<file path="config.mk">
export PLATFORM = sky130hd
export DESIGN_NAME = pipeline_ctrl
export DESIGN_NICKNAME = d
export VERILOG_FILES = /design/src/rtl/pipeline_ctrl.sv
export SDC_FILE = /design/constraint.sdc
export NUM_CORES = 1
export LEC_CHECK = 0
export CORE_MARGIN = 4
export CORE_UTILIZATION = 38
export CTS_BUF_LIST = sky130_fd_sc_hd__clkbuf_4 sky130_fd_sc_hd__clkbuf_8
export CTS_CLUSTER_SIZE = 16
export DETAILED_ROUTE_END_ITERATION = 8
export DONT_BUFFER_PORTS = 1
export SKIP_CTS_REPAIR_TIMING = 1
export SLEW_MARGIN = 25
export SYNTH_ARGS = -nofsm -noshare
export SYNTH_HDL_FRONTEND = slang
export SYNTH_SLANG_ARGS = --single-unit
export TNS_END_PERCENT = 10
</file>
<file path="constraint.sdc">
create_clock -name clk -period 4 [get_ports clk]
set_input_delay 1 -clock clk [delete_from_list [all_inputs] [get_ports clk]]
set_output_delay 1 -clock clk [all_outputs]
set_load 0.01 [all_outputs]
</file>
<file path="src/rtl/pipeline_ctrl.sv">
// Hazard and sequencing controller for the 5-stage pipeline: resolves data-memory waits,
// taken branches, load-use hazards and jumps in fixed priority, with a memory-wait watchdog.
module pipeline_ctrl #(
    parameter int REG_W       = 4,
    parameter int PC_W        = 8,
    parameter int MEM_TIMEOUT = 15
) (
    input  logic             clk,
    input  logic             reset,
    input  logic [REG_W-1:0] id_rs,
    input  logic [REG_W-1:0] id_rt,
    input  logic             id_uses_rs,
    input  logic             id_uses_rt,
    input  logic             id_jmp,
    input  logic [PC_W-1:0]  id_pc_jmp,
    input  logic [REG_W-1:0] ex_rd,
    input  logic             ex_reg_write,
    input  logic             ex_mem_read,
    input  logic             ex_branch,
    input  logic             ex_alu_zero,
    input  logic [PC_W-1:0]  ex_pc_branch,
    input  logic             mem_req,
    input  logic             mem_ready,
    output logic             if_stall,
    output logic             if_jmp,
    output logic [PC_W-1:0]  if_pc_redirect,
    output logic             id_stall,
    output logic             id_flush,
    output logic             ex_bubble,
    output logic             mem_stall,
    output logic             mem_timeout,
    output logic [15:0]      stall_cycles
);

    localparam int CNT_W = $clog2(MEM_TIMEOUT + 1);
    localparam logic [CNT_W-1:0] TIMEOUT_CNT = CNT_W'(MEM_TIMEOUT);

    typedef enum logic [1:0] {
        RUN      = 2'd0,
        MEM_WAIT = 2'd1,
        ERROR    = 2'd2
    } state_e;

    state_e           state_q, state_d;
    logic [CNT_W-1:0] wait_cnt_q, wait_cnt_d;
    logic [15:0]      stall_cycles_q, stall_cycles_d;
    logic             load_use;

    assign load_use = ex_mem_read && ex_reg_write && (ex_rd != '0) &&
                      ((id_uses_rs && (id_rs == ex_rd)) || (id_uses_rt && (id_rt == ex_rd)));

    always_comb begin
        state_d        = state_q;
        wait_cnt_d     = wait_cnt_q;
        if_stall       = 1'b0;
        if_jmp         = 1'b0;
        if_pc_redirect = '0;
        id_stall       = 1'b0;
        id_flush       = 1'b0;
        ex_bubble      = 1'b0;
        mem_stall      = 1'b0;
        mem_timeout    = 1'b0;

        if (reset) begin
            state_d    = RUN;
            wait_cnt_d = '0;
        end else begin
            case (state_q)
                RUN: begin
                    if (mem_req && !mem_ready) begin
                        if_stall   = 1'b1;
                        id_stall   = 1'b1;
                        mem_stall  = 1'b1;
                        state_d    = MEM_WAIT;
                        wait_cnt_d = CNT_W'(1);
                    end else if (ex_branch && ex_alu_zero) begin
                        // The ID instruction is on the wrong path, so its hazards don't matter
                        if_jmp         = 1'b1;
                        if_pc_redirect = ex_pc_branch;
                        id_flush       = 1'b1;
                        ex_bubble      = 1'b1;
                    end else if (load_use) begin
                        if_stall  = 1'b1;
                        id_stall  = 1'b1;
                        ex_bubble = 1'b1;
                    end else if (id_jmp) begin
                        if_jmp         = 1'b1;
                        if_pc_redirect = id_pc_jmp;
                        id_flush       = 1'b1;
                    end
                end
                MEM_WAIT: begin
                    if_stall  = 1'b1;
                    id_stall  = 1'b1;
                    mem_stall = 1'b1;
                    if (mem_ready) begin
                        state_d    = RUN;
                        wait_cnt_d = '0;
                    end else if (wait_cnt_q == TIMEOUT_CNT) begin
                        state_d = ERROR;
                    end else begin
                        wait_cnt_d = wait_cnt_q + CNT_W'(1);
                    end
                end
                ERROR: begin
                    if_stall    = 1'b1;
                    id_stall    = 1'b1;
                    mem_stall   = 1'b1;
                    mem_timeout = 1'b1;
                end
                default: begin
                    state_d    = RUN;
                    wait_cnt_d = '0;
                end
            endcase
        end

        // Counter reads as zero during the reset cycle even if it held a value before
        stall_cycles_d = stall_cycles_q;
        stall_cycles   = stall_cycles_q;
        if (reset) begin
            stall_cycles_d = '0;
            stall_cycles   = '0;
        end else if (if_stall && (stall_cycles_q != 16'hFFFF)) begin
            stall_cycles_d = stall_cycles_q + 16'd1;
        end
    end

    always_ff @(posedge clk) begin
        if (reset) begin
            state_q        <= RUN;
            wait_cnt_q     <= '0;
            stall_cycles_q <= '0;
        end else begin
            state_q        <= state_d;
            wait_cnt_q     <= wait_cnt_d;
            stall_cycles_q <= stall_cycles_d;
        end
    end

endmodule

</file>
==> impl_metrics.py <==
metrics = {
    "timing": {
        "tightest_slew_ps": 688,
        "finalSetupViolCount": 0,
        "maxSlewViolCount": 0,
        "fin_skew_ps": 3.54,
        "rsz0062_at_grt": "false",
        "layout_min_cycle_time_ps": 3430,
        "period_share_pct": 85.8,
        "slew_headroom_pct": 54.1,
        "tns_ps": 0,
        "fmax_mhz": 291,
        "hold_viol_final": 0,
        "whs_ps": 492,
    },
    "logic_synthesis": {
        "synthesis.nets": 287,
        "synth.area.mux_share_pct": 7.21,
        "ys_types": 55,
        "async_flop_share_pct": 0,
        "synth_top_family_by_area": "simple AND/OR/NAND/NOR gates",
        "yosysSeqAreaShare_pct": 23.5,
        "ys_warn_count": 0,
        "avgSynthCellArea_um2": 7.74,
        "synth_xor_area_share_pct": 3.74,
        "yosys_most_used_dff": "dfxtp_1",
        "synth_fa_ha_area_share_pct": 4.01,
        "synth_cells": 242,
        "synth_enable_flop_cells": 0,
        "synth_seq_cells": 22,
        "post_synth_and_or_nand_nor_area_fraction_pct": 36.1,
        "synth_compound_area_share_pct": 17.8,
        "synth_area_mm2": 0.00187,
    },
    "global_route": {
        "grt_pass1_wl_mm": 7.51,
        "grt_start_max_net_pins": 33,
        "grtUsageTotal_pct": 14.9,
        "antenna_found_initial": 0,
        "first_global_vias": 1581,
        "grt_overflow_total": 0,
    },
    "detailed_routing": {
        "viasPerCell": 5.50,
        "vias": 1666,
        "drc_errors": 0,
        "postRouteWirelength_mm": 4.54,
        "drt_iter0_markers": 130,
        "drt_pass1_iterations": 4,
        "wl_per_cell_um": 15.0,
        "postRouteAntennaNets": 0,
    },
    "floorplan": {
        "ioPinCount": 70,
        "die_h_um": 78.2,
        "core_mm2": 0.00475,
        "rows": 25,
        "die_area_mm2": 0.00612,
        "initial_core_util_pct": 39.4,
        "die_w_um": 78.2,
    },
    "clock_network": {
        "htreeDepth": 1,
        "path_clk_slew_ps": 80,
        "insertion_delay_ps": 270,
        "cts.sinks": 22,
        "cts_tree": "built",
        "cts_made_buffers": 3,
        "clockBufferDepth": 2,
        "cts-root-buf": "clkbuf_8",
    },
    "cells_and_area": {
        "fin_util_pct": 41.2,
        "drive_above_1_share_pct": 12.7,
        "nNetsFinal": 282,
        "final_cell_area_mm2": 0.00196,
        "multiInputGateArea_mm2": 0.00129,
        "register_area_um2": 440,
        "n_antenna_cell": 0,
        "fill_cells": 527,
        "syn_to_final_growth_pct": 4.54,
    },
    "setup_path": {
        "worstPathArrival_ps": 2430,
        "cp_slowest_cell": "nor4_1",
        "critPathMaxFanout": 14,
        "cp-end-kind": "output port",
        "critPathKind": "in -> out",
        "cp_slowest_stage_delay_ps": 330,
        "crit_required_ps": 3000,
        "startpoint_type": "primary input",
        "crit_family": "simple AND/OR/NAND/NOR gates",
        "worstPathCellList": "nor4_1, nor2_2, nand4_2, and2_0, buf_4, a21oi_1, nor2_1",
        "crit_buf_inv": 1,
    },
    "min_path": {
        "holdCritPathClass": "reg -> reg",
    },
    "power": {
        "power.leakage_nw": 0.683,
        "power.share.clock_pct": 39.2,
        "p_sw_w": 0.000150,
        "p_seq_share_pct": 43.1,
        "netSwitchingFraction_pct": 27.5,
        "power.internal_w": 0.000394,
        "pwr_density_cell_mw_per_mm2": 278,
        "ir_drop_mv": 0.149,
        "p_comb_share_pct": 17.7,
    },
    "place": {
        "gp_congestion": 0.779,
        "io_buffers": 0,
        "hpwlAfterDp_mm": 3.50,
        "placed_cell_area_mm2": 0.00189,
    },
    "run_status": {
        "status": "finished clean",
    },
    "job": {
        "timing.max_cap.violations": 0,
    },
}
path summary, 6_finish.rpt:
kind                 startpoint                 to  slack (ps)  depth (start not counted)
hold reg to reg   wait_cnt_q[0]      wait_cnt_q[0]         490                          2
setup reg to reg     state_q[0]  stall_cycles_q[8]        1790                         10
setup / recovery       ex_rd[0]           id_flush         570                          7
hold / removal    wait_cnt_q[0]      wait_cnt_q[0]         490                          2
Yosys cell counts, types with 3 or more instances:
| master | n | share of area, % |
|---|---|---|
| o21ai_0 | 4 | 1.1 |
| buf_2 | 3 | 0.80 |
| clkbuf_1 | 4 | 0.80 |
| a211oi_1 | 7 | 2.8 |
| inv_1 | 12 | 2.4 |
| nor2_1 | 22 | 4.4 |
| xor2_1 | 6 | 2.8 |
| mux2_2 | 6 | 3.6 |
| dfxtp_1 | 22 | 24 |
| ha_1 | 6 | 4.0 |
| and3_1 | 6 | 2.0 |
| o21ai_1 | 3 | 0.80 |
| mux2_1 | 6 | 3.6 |
| nand2_1 | 23 | 4.6 |
| nand4_1 | 13 | 4.3 |
| nor2b_1 | 11 | 3.7 |
| a21oi_1 | 19 | 5.1 |
| nand3_1 | 13 | 3.5 |
| and2_1 | 3 | 1.0 |
| nor3_1 | 8 | 2.1 |
| buf_6 | 3 | 1.8 |
cells in the final DEF (no fill, tap or decap), types with 7 or more instances in the layout:
cell      count
a21oi_1      19
a211oi_1      7
nand3_1      13
nor3_1        8
nor2b_1      11
nand4_1      13
dfxtp_1      22
inv_1        12
nand2_1      23
nor2_1       22
state kept, by name, summed over array words and instances (netlist names):
signal,count
wait_cnt_q,4
state_q,2
stall_cycles_q,16
worst min-delay path: stages (launching register included):
cell and delay (ps):
dfxtp_1 340, inv_1 60, a211oi_1 50
metrics by stage:
stage	total power, W	setup WS [ps]	cells
after floorplan	0.000328	454	242
after global placement	0.000335	593	299
after detailed placement	0.000337	578	299
after CTS	0.000553	573	303
after global routing	0.000583	450	303
final	0.000544	566	303
logic make-up after synthesis:
family          Yosys count
compound gates           48
fa+ha+maj                 6
xor+xnor                  8
simple gates            120
flops                    22
buf+inv                  26
mux                      12
final cells by class:
class / instances / share of cell area [%]
Tap cell: 67 / 4.28
Inverter: 13 / 2.49
Timing Repair Buffer: 3 / 1.15
Sequential cell: 22 / 22.5
Clock buffer: 3 / 2.11
Clock inverter: 1 / 1.53
Multi-Input combinational cell: 194 / 65.9
power by group through the flow:
stage | combinational [W] | clock [W] | sequential (W)
global placement | 0.0000958 | 0 | 0.000240
CTS | 0.0000977 | 0.000220 | 0.000235
floorplan | 0.0000908 | 0 | 0.000237
detailed placement | 0.0000970 | 0 | 0.000240
global route | 0.000111 | 0.000235 | 0.000237
finish | 0.0000963 | 0.000213 | 0.000235
routing by layer:
metal  routed length (um)  part of all wire (%)  global-route usage [%]
met2                 2150                    47                    24.1
met5                    0                     0                       0
met1                 2060                    45                    18.7
met4                   32                  0.71                    3.67
met3                  298                   6.6                    5.73
(Power assumes the default switching activity.)
